[config.mk]
export PLATFORM = sky130hd
export DESIGN_NAME = os_result_drain
export DESIGN_NICKNAME = d
export VERILOG_FILES = /design/src/rtl/os_pkg.sv /design/src/rtl/os_result_narrow.sv /design/src/rtl/os_result_drain.sv
export SDC_FILE = /design/constraint.sdc
export NUM_CORES = 1
export LEC_CHECK = 0
export ABC_AREA = 1
export ABC_CLOCK_PERIOD_IN_PS = 10100
export BUFFER_PORTS_ARGS = -buffer_cell sky130_fd_sc_hd__buf_2
export CAP_MARGIN = 20
export CORE_MARGIN = 4
export CORE_UTILIZATION = 50
export DETAILED_ROUTE_END_ITERATION = 6
export GPL_ROUTABILITY_DRIVEN = 0
export PLACE_DENSITY = 0.76
export SLEW_MARGIN = 30
export SYNTH_ARGS = -nofsm -noshare
export SYNTH_HDL_FRONTEND = slang
export SYNTH_HIERARCHICAL = 1
export SYNTH_SLANG_ARGS = --single-unit
[constraint.sdc]
create_clock -name clk -period 10.1 [get_ports clk]
set_input_delay 0 -clock clk [delete_from_list [all_inputs] [get_ports clk]]
set_output_delay 0 -clock clk [all_outputs]
set_load 0.005 [all_outputs]
[src/rtl/os_pkg.sv]
// Shared types and helpers for the output-stationary result drain.
// OS_RESULT_DRAIN_SAT_EN selects saturating narrowing; the default build wraps.
package os_pkg;

    typedef enum logic {
        IDLE,
        DRAIN
    } drain_state_e;

    localparam int DEF_ARRAY_SIZE = 4;
    localparam int ROW_W = (DEF_ARRAY_SIZE > 1) ? $clog2(DEF_ARRAY_SIZE) : 1;

    function automatic int row_width(input int n);
        return (n > 1) ? $clog2(n) : 1;
    endfunction

    // Arithmetic shift on a sign-extended value; the caller keeps the low out_w bits.
    function automatic logic signed [63:0] narrow(input logic signed [63:0] acc,
                                                  input int shift,
                                                  input int out_w);
        logic signed [63:0] s;
`ifdef OS_RESULT_DRAIN_SAT_EN
        logic signed [63:0] hi;
        logic signed [63:0] lo;
`endif
        s = acc >>> shift;
`ifdef OS_RESULT_DRAIN_SAT_EN
        hi = (64'sd1 <<< (out_w - 1)) - 64'sd1;
        lo = -(64'sd1 <<< (out_w - 1));
        if (s > hi) begin
            s = hi;
        end else if (s < lo) begin
            s = lo;
        end
`else
        if (out_w < 1) begin
            s = '0;
        end
`endif
        return s;
    endfunction

endpackage

[src/rtl/os_result_narrow.sv]
// Combinational shift-and-narrow of one accumulator element.
// Saturation vs. wrap is chosen by OS_RESULT_DRAIN_SAT_EN inside os_pkg::narrow.
module os_result_narrow
    import os_pkg::*;
#(
    parameter int ACC_WIDTH = 24,
    parameter int OUT_WIDTH = 8,
    parameter int SHIFT     = 0
) (
    input  logic [ACC_WIDTH-1:0] acc,
    output logic [OUT_WIDTH-1:0] res
);

    assign res = OUT_WIDTH'(narrow(64'(signed'(acc)), SHIFT, OUT_WIDTH));

endmodule

[src/rtl/os_result_drain.sv]
// Snapshots the PE accumulator matrix and streams it out one row per beat.
// Build with OS_RESULT_DRAIN_SAT_EN for saturating narrowing (default wraps).
module os_result_drain
    import os_pkg::*;
#(
    parameter int ARRAY_SIZE = 4,
    parameter int ACC_WIDTH  = 24,
    parameter int OUT_WIDTH  = 8,
    parameter int SHIFT      = 0,
    parameter int CNT_WIDTH  = 16
) (
    input  logic                             clk,
    input  logic                             rst,
    input  logic [ACC_WIDTH-1:0]             acc_result [ARRAY_SIZE][ARRAY_SIZE],
    input  logic                             capture_valid,
    output logic                             capture_ready,
    output logic                             out_valid,
    input  logic                             out_ready,
    output logic [ARRAY_SIZE*OUT_WIDTH-1:0]  out_data,
    output logic [row_width(ARRAY_SIZE)-1:0] out_row,
    output logic                             out_last,
    output logic [CNT_WIDTH-1:0]             tile_cnt
);

    localparam int RW = row_width(ARRAY_SIZE);
    localparam logic [RW-1:0] LAST_ROW = RW'(ARRAY_SIZE - 1);

    drain_state_e state;
    drain_state_e state_next;
    logic [RW-1:0] row;
    logic [ACC_WIDTH-1:0] snap [ARRAY_SIZE][ARRAY_SIZE];
    logic [OUT_WIDTH-1:0] row_narrow [ARRAY_SIZE];
    logic fire;
    logic last_fire;
    logic take;

    assign fire          = (state == DRAIN) && out_ready;
    assign last_fire     = fire && (row == LAST_ROW);
    // Last-beat handshake frees the snapshot, so a waiting tile can be taken with no bubble.
    assign capture_ready = (state == IDLE) || last_fire;
    assign take          = capture_valid && capture_ready;

    always_comb begin
        state_next = state;
        case (state)
            IDLE:    if (take) state_next = DRAIN;
            DRAIN:   if (last_fire) state_next = take ? DRAIN : IDLE;
            default: state_next = IDLE;
        endcase
    end

    always_ff @(posedge clk) begin
        if (rst) begin
            state    <= IDLE;
            row      <= '0;
            tile_cnt <= '0;
        end else begin
            state <= state_next;
            if (take) begin
                row <= '0;
            end else if (fire) begin
                row <= (row == LAST_ROW) ? '0 : row + 1'b1;
            end
            if (last_fire) begin
                tile_cnt <= tile_cnt + 1'b1;
            end
        end
    end

    always_ff @(posedge clk) begin
        if (take) begin
            snap <= acc_result;
        end
    end

    for (genvar j = 0; j < ARRAY_SIZE; j++) begin : g_narrow
        os_result_narrow #(
            .ACC_WIDTH (ACC_WIDTH),
            .OUT_WIDTH (OUT_WIDTH),
            .SHIFT     (SHIFT)
        ) u_narrow (
            .acc (snap[row][j]),
            .res (row_narrow[j])
        );
    end

    // Data is forced to zero while idle so the stale, unreset snapshot never leaks out.
    always_comb begin
        out_data = '0;
        if (state == DRAIN) begin
            for (int j = 0; j < ARRAY_SIZE; j++) begin
                out_data[j*OUT_WIDTH +: OUT_WIDTH] = row_narrow[j];
            end
        end
    end

    assign out_valid = (state == DRAIN);
    assign out_row   = row;
    assign out_last  = out_valid && (row == LAST_ROW);

endmodule

==> results of run 1 <==
==> metrics.md, run 1 <==
| Metric | Value |
|---|---|
| Exit stage | `I/O pin placement (3_2_place_iop)` |
| Initial core utilization | `52.0%` |
| Syn Inst Count | `581` |
| Status | `stopped before the end` |
| Error msg | `[ERROR PPL-0024] Number of IO pins (441) exceeds maximum number of available positions (430). Increase the die perimeter from 483.74um to 599.76um.` |
| Syn Area/Cell | `11.0 sq um` |
| Net count after synthesis | `971` |
| Synthesized area | `6380 sq um` |
| Site Rows | `40` |
| Synth warnings | `6` |
| Die Wd | `121 um` |
| Die height | `121 um` |
==> run 2: changes to the inputs <==
Settings changed: CORE_UTILIZATION 50 to 35, PLACE_DENSITY 0.76 to unset, PLACE_DENSITY_LB_ADDON set to 0.15.
==> run 2 against run 1 <==
The run now ends clean. Area after synthesis stayed put. Synthesized cell count unchanged.
==> metrics.md, run 2 <==
| Metric | Value |
|---|---|
| Min Tclk post-route | `3.55 ns` |
| Leakage power | `3.88 nW` |
| Largest net degree at the start of global routing | `72` |
| Setup TNS | `0 ns` |
| Max FFs per register | `128` |
| Synth warnings | `6` |
| Post-layout util | `49.8%` |
| Net count after synthesis | `971` |
| Initial antenna violation count | `0` |
| Via count | `4893` |
| Clock Skew | `0.00980 ns` |
| Clock latency on the worst-skew pair | `0.43 ns` |
| Most frequent cells in the layout | `buf_2 (184), dlygate4sd3_1 (131), edfxtp_1 (128)` |
| Status | `finished, final reports clean` |
| Maximum vdd ir drop | `0.000110 V` |
| CP Launch Type | `register` |
| Initial core utilization | `35.5%` |
| Hpwl dp | `11100 um` |
| Syn Inst Count | `581` |
| Antenna Nets Post-Route | `0` |
| Final Slew Violations | `0` |
| Max clock buf depth | `2` |
| Post-CTS Setup Inserts | `0` |
| DR iter-0 viols | `236` |
| Buf+Inv Stages, Crit Path | `5` |
| Final hold vios | `0` |
| R2R Setup Slk | `6.55 ns` |
| Synthesized area | `6380 sq um` |
| Final nets | `1225` |
| TritonCTS clock tree | `built` |
| Core area | `18000 sq um` |
| Final setup vio count | `0` |
| CP Cell Sequence | `buf_4 > ha_1 > inv_1 > nor2_8 > inv_1 > nand2_1 > nand2_1 > inv_4 > buf_4` |
| Commonest non-fill, non-tap cell in the layout | `buf_2` |
| Iteration count of the initial detailed-routing pass | `5` |
| Clock transition at path regs | `0.07 ns` |
| Wirelength per Cell | `16.6 um` |
| Worst-Margin Slew | `0.902 ns` |
| Crit path max-delay family | `buffers and inverters` |
| Port bufs | `184` |
| Vias/cell | `4.54` |
| Arr. time, crit path | `3.59 ns` |
| Class of the worst hold path | `in -> reg` |
| Clock Sinks | `147` |
| Slew Limit Headroom | `39.9%` |
| Overflow after GRT | `0` |
| Comb power frac | `9.0%` |
| Max_cap viols | `0` |
| Sw Share | `22.8%` |
| Top reg by flops | `snap` |
| Reg power frac | `48.0%` |
| Crit Path Category | `reg -> reg` |
| First-pass GRT wire length | `27400 um` |
| Number of global-route vias before repair | `5170` |
| Die height | `143 um` |
| Area growth, synth to finish | `40.3%` |
| CP max FO | `71` |
| Share of cells above drive strength 1 | `27.1%` |
| Antenna Cells | `0` |
| Fmax | `282 MHz` |
| RSZ-0062 raised after global routing | `false` |
| Final wirelength | `17800 um` |
| Critical path's slowest cell | `buf_4` |
| CP max stage delay | `0.81 ns` |
| Internal power | `1.13 mW` |
| Residual DRC | `0` |
| CTS H-Tree Depth | `4` |
| Die area | `20400 sq um` |
| Tot Pwr | `1.46 mW` |
| Tcrit/Tclk final | `35.1%` |
| Pwr/cell area | `164 nW/um^2` |
| Hold Slack | `0.276 ns` |
| Required time of the critical path | `10.15 ns` |
| Cts bufs inserted | `17` |
| Sw power | `334 uW` |
| Die Wd | `143 um` |
| Post-CTS resize count | `0` |
| Clock share of power | `43.0%` |
| Worst Setup End Kind | `register` |
| GRT Overall Usage | `17.7%` |
| Num ports | `441` |
| Site Rows | `49` |
| Root Driver | `clkbuf_16` |
| Syn Area/Cell | `11.0 sq um` |
run 2: layout make-up:
| cell class | instances | area [sq um] |
|---|---|---|
| clock buffer | 18 | 429 |
| clock inverter | 14 | 153 |
| fill | 1608 | 9020 |
| inverter | 53 | 201 |
| multi-input combinational | 296 | 1380 |
| sequential | 147 | 4230 |
| tap | 229 | 287 |
| timing repair buffer | 320 | 2270 |
run 2: final timing paths:
kind	cells past startpoint	from	end
worst max-delay path	9	out_row[1]	snap[73]
worst min-delay path	2	acc_result[173]	snap[173]
worst max register to register	9	out_row[1]	snap[73]
worst min register to register	1	tile_cnt[0]	tile_cnt[0]
run 2: repair_timing:
| item | 4_1_cts | 5_1_grt |
|---|---|---|
| endpoints found under the hold margin | 133 | 0 |
| endpoints found under the setup margin | 0 | 0 |
| hold buffers | 131 | 0 |
run 2: layer usage:
| layer | part of all wire [%] | global-route usage [%] |
|---|---|---|
| met1 | 39 | 20.1 |
| met2 | 54 | 31.9 |
| met3 | 4.8 | 4.76 |
| met4 | 2.2 | 6.40 |
| met5 | 0 | 0 |
run 2: per-stage QoR:
step / instance area [sq um] / instances / setup slack, ns
6_report: 8940 / 1077 / 6.55
5_1_grt: 8940 / 1077 / 6.25
4_1_cts: 8940 / 1077 / 6.52
3_5_place_dp: 7050 / 914 / 6.52
3_3_place_gp: 7050 / 914 / 6.59
2_1_floorplan: 6380 / 581 / 5.98
run 2: power by group through the flow:
stage	registers (mW)	clock network (mW)	logic, mW
4_1_cts	0.704	0.647	0.133
2_1_floorplan	0.717	0	0.0604
5_1_grt	0.706	0.671	0.145
3_3_place_gp	0.716	0	0.0899
3_5_place_dp	0.716	0	0.0911
6_report	0.703	0.630	0.131
(Power assumes the default switching activity.)
==> run 3: changes to the inputs <==
Settings changed: ABC_CLOCK_PERIOD_IN_PS 10100 to 3200.
Clock period 10.1 ns to 3.2 ns, I/O delays scaled along.
==> run 3 against run 2 <==
Routed wire length decreased by 1.2%. Core utilization is 0.38 points higher. Non-clock buffer count up 1. First-iteration DRC count fell by 30%. Clock power increased to 3.3 times the previous value. Sequential share of layout area shrank 0.35 points. Worst hold slack better by 0.0022 ns. Design area rose by 0.77%. Global-route usage decreased by 0.093 points. Highest routed layer unchanged.
==> metrics.md, run 3 (synthesis gave the netlist of run 2 again) <==
| Metric | Value |
|---|---|
| Setup TNS | `0 ns` |
| Number of global-route vias before repair | `5194` |
| Maximum vdd ir drop | `0.000361 V` |
| Overflow after GRT | `0` |
| Max FFs per register | `128` |
| Top reg by flops | `snap` |
| Wirelength per Cell | `16.3 um` |
| Critical path startpoint | `out_row[0]` |
| Via count | `4960` |
| Cts bufs inserted | `17` |
| Worst setup endpoint | `out_data[25]` |
| Tcrit/Tclk final | `83.3%` |
| Worst setup margin | `0.534 ns` |
| Tot Pwr | `4.69 mW` |
| Iteration count of the initial detailed-routing pass | `4` |
| Post-CTS resize count | `0` |
| Die Wd | `143 um` |
| Max_cap viols | `0` |
| Worst Hold Path Cells | `2` |
| Commonest non-fill, non-tap cell in the layout | `buf_2` |
| Class of the worst hold path | `in -> reg` |
| Largest net degree at the start of global routing | `69` |
| CP Launch Type | `register` |
| Final hold vios | `0` |
| Final nets | `1226` |
| DR iter-0 viols | `166` |
| Layout fillers | `1627` |
| Most frequent cells in the layout | `buf_2 (184), dlygate4sd3_1 (131), edfxtp_1 (128)` |
| Root Driver | `clkbuf_16` |
| Final wirelength | `17600 um` |
| Clock transition at path regs | `0.06 ns` |
| Vias/cell | `4.60` |
| R2R depth | `7` |
| CP max FO | `68` |
| Share of cells above drive strength 1 | `27.8%` |
| Sw power | `1.04 mW` |
| Hpwl dp | `11500 um` |
| Fmax | `375 MHz` |
| Sw Share | `22.1%` |
| Core area | `18000 sq um` |
| Area growth, synth to finish | `41.3%` |
| GRT Overall Usage | `17.6%` |
| Arr. time, crit path | `2.67 ns` |
| Clock Sinks | `147` |
| Leakage power | `3.89 nW` |
| FF-to-FF End | `snap[316]` |
| Clock latency on the worst-skew pair | `0.42 ns` |
| TritonCTS clock tree | `built` |
| Num ports | `441` |
| Place WS | `0.675 ns` |
| Initial antenna violation count | `1` |
| Residual DRC | `0` |
| Slew Limit Headroom | `53.1%` |
| Reg power frac | `47.5%` |
| Die area | `20400 sq um` |
| Clock Skew | `0.0124 ns` |
| Antenna Nets Post-Route | `0` |
| Final setup vio count | `0` |
| Post-layout util | `50.2%` |
| Status | `finished, final reports clean` |
| Worst Setup End Kind | `primary output` |
| Worst-Margin Slew | `0.703 ns` |
| First-pass GRT wire length | `27200 um` |
| Max clock buf depth | `2` |
| Min Tclk post-route | `2.67 ns` |
| Internal power | `3.65 mW` |
| R2R Setup Slk | `0.71 ns` |
| Pwr/cell area | `520 nW/um^2` |
| CTS H-Tree Depth | `4` |
| Site Rows | `49` |
| Crit Path Category | `reg -> out` |
| Port bufs | `184` |
| Final Slew Violations | `0` |
| Initial core utilization | `35.5%` |
| RSZ-0062 raised after global routing | `false` |
| Comb power frac | `8.9%` |
| R2R Path Start | `out_valid` |
| Die height | `143 um` |
| Required time of the critical path | `3.20 ns` |
| Clock share of power | `43.7%` |
-- run 3: cell count changes in the layout (fill, tap and decap cells not counted), sizes merged --
| cell | previous run | this run |
|---|---|---|
| diode | 0 | 2 |
| buf | 189 | 190 |
| clkbuf | 18 | 17 |
| inv | 58 | 57 |
| bufinv | 2 | 3 |
-- run 3: what timing repair did --
action | in CTS | in global routing
hold buffers | 131 | 0
buffers inserted | 0 | 0
hold endpoints to repair | 133 | 0
-- run 3: cell type report --
class / count / area (sq um) / share of cell area (%)
diodes: 2 / 5.00 / 0.0555
clock buffers: 17 / 425 / 4.72
clock inverters: 14 / 178 / 1.97
inverters: 53 / 203 / 2.25
multi-input cells: 296 / 1390 / 15.4
flip-flops and latches: 147 / 4230 / 46.9
well taps: 229 / 287 / 3.18
repair buffers: 321 / 2300 / 25.5
-- run 3: how the worst min path moves through the flow --
stage / from / end / slack, ns
2_1_floorplan: rst / out_valid / 0.07
3_3_place_gp: acc_result[290] / snap[290] / 0.18
3_5_place_dp: acc_result[122] / snap[122] / 0.18
4_1_cts: acc_result[218] / snap[218] / 0.26
5_1_grt: acc_result[218] / snap[218] / 0.27
6_report: acc_result[1] / snap[1] / 0.28
-- run 3: power groups by stage --
| stage | logic, mW | clock network (mW) | registers (mW) |
|---|---|---|---|
| 5_1_grt | 0.460 | 2.17 | 2.23 |
| 3_3_place_gp | 0.288 | 0 | 2.26 |
| 2_1_floorplan | 0.192 | 0 | 2.26 |
| 3_5_place_dp | 0.292 | 0 | 2.27 |
| 4_1_cts | 0.421 | 2.09 | 2.23 |
| 6_report | 0.415 | 2.05 | 2.23 |
-- run 3: critical path: stages, from the launching register on --
cell and delay, ns:
dfxtp_2 0.32, buf_4 0.57, inv_2 0.38, buf_4 0.39, o21ai_0 0.24, o22ai_1 0.09, nand2_1 0.08, inv_1 0.04
buf_2 0.12
-- run 3: per-layer routing --
metal | routed length [um] | up-vias | global-route usage [%]
li1 | - | 2438 | -
met1 | 6990 | 2364 | 19.5
met2 | 9260 | 131 | 31.8
met3 | 819 | 27 | 4.66
met4 | 550 | 0 | 7.60
met5 | 0 | - | 0
-- run 3: through the flow --
| step | hold WS, ns | std cells | cell area [sq um] |
|---|---|---|---|
| after floorplan | 0.0691 | 581 | 6390 |
| after global placement | 0.177 | 915 | 7090 |
| after detailed placement | 0.178 | 915 | 7090 |
| after CTS | 0.259 | 1077 | 9010 |
| after global routing | 0.265 | 1078 | 9010 |
| final | 0.278 | 1079 | 9010 |
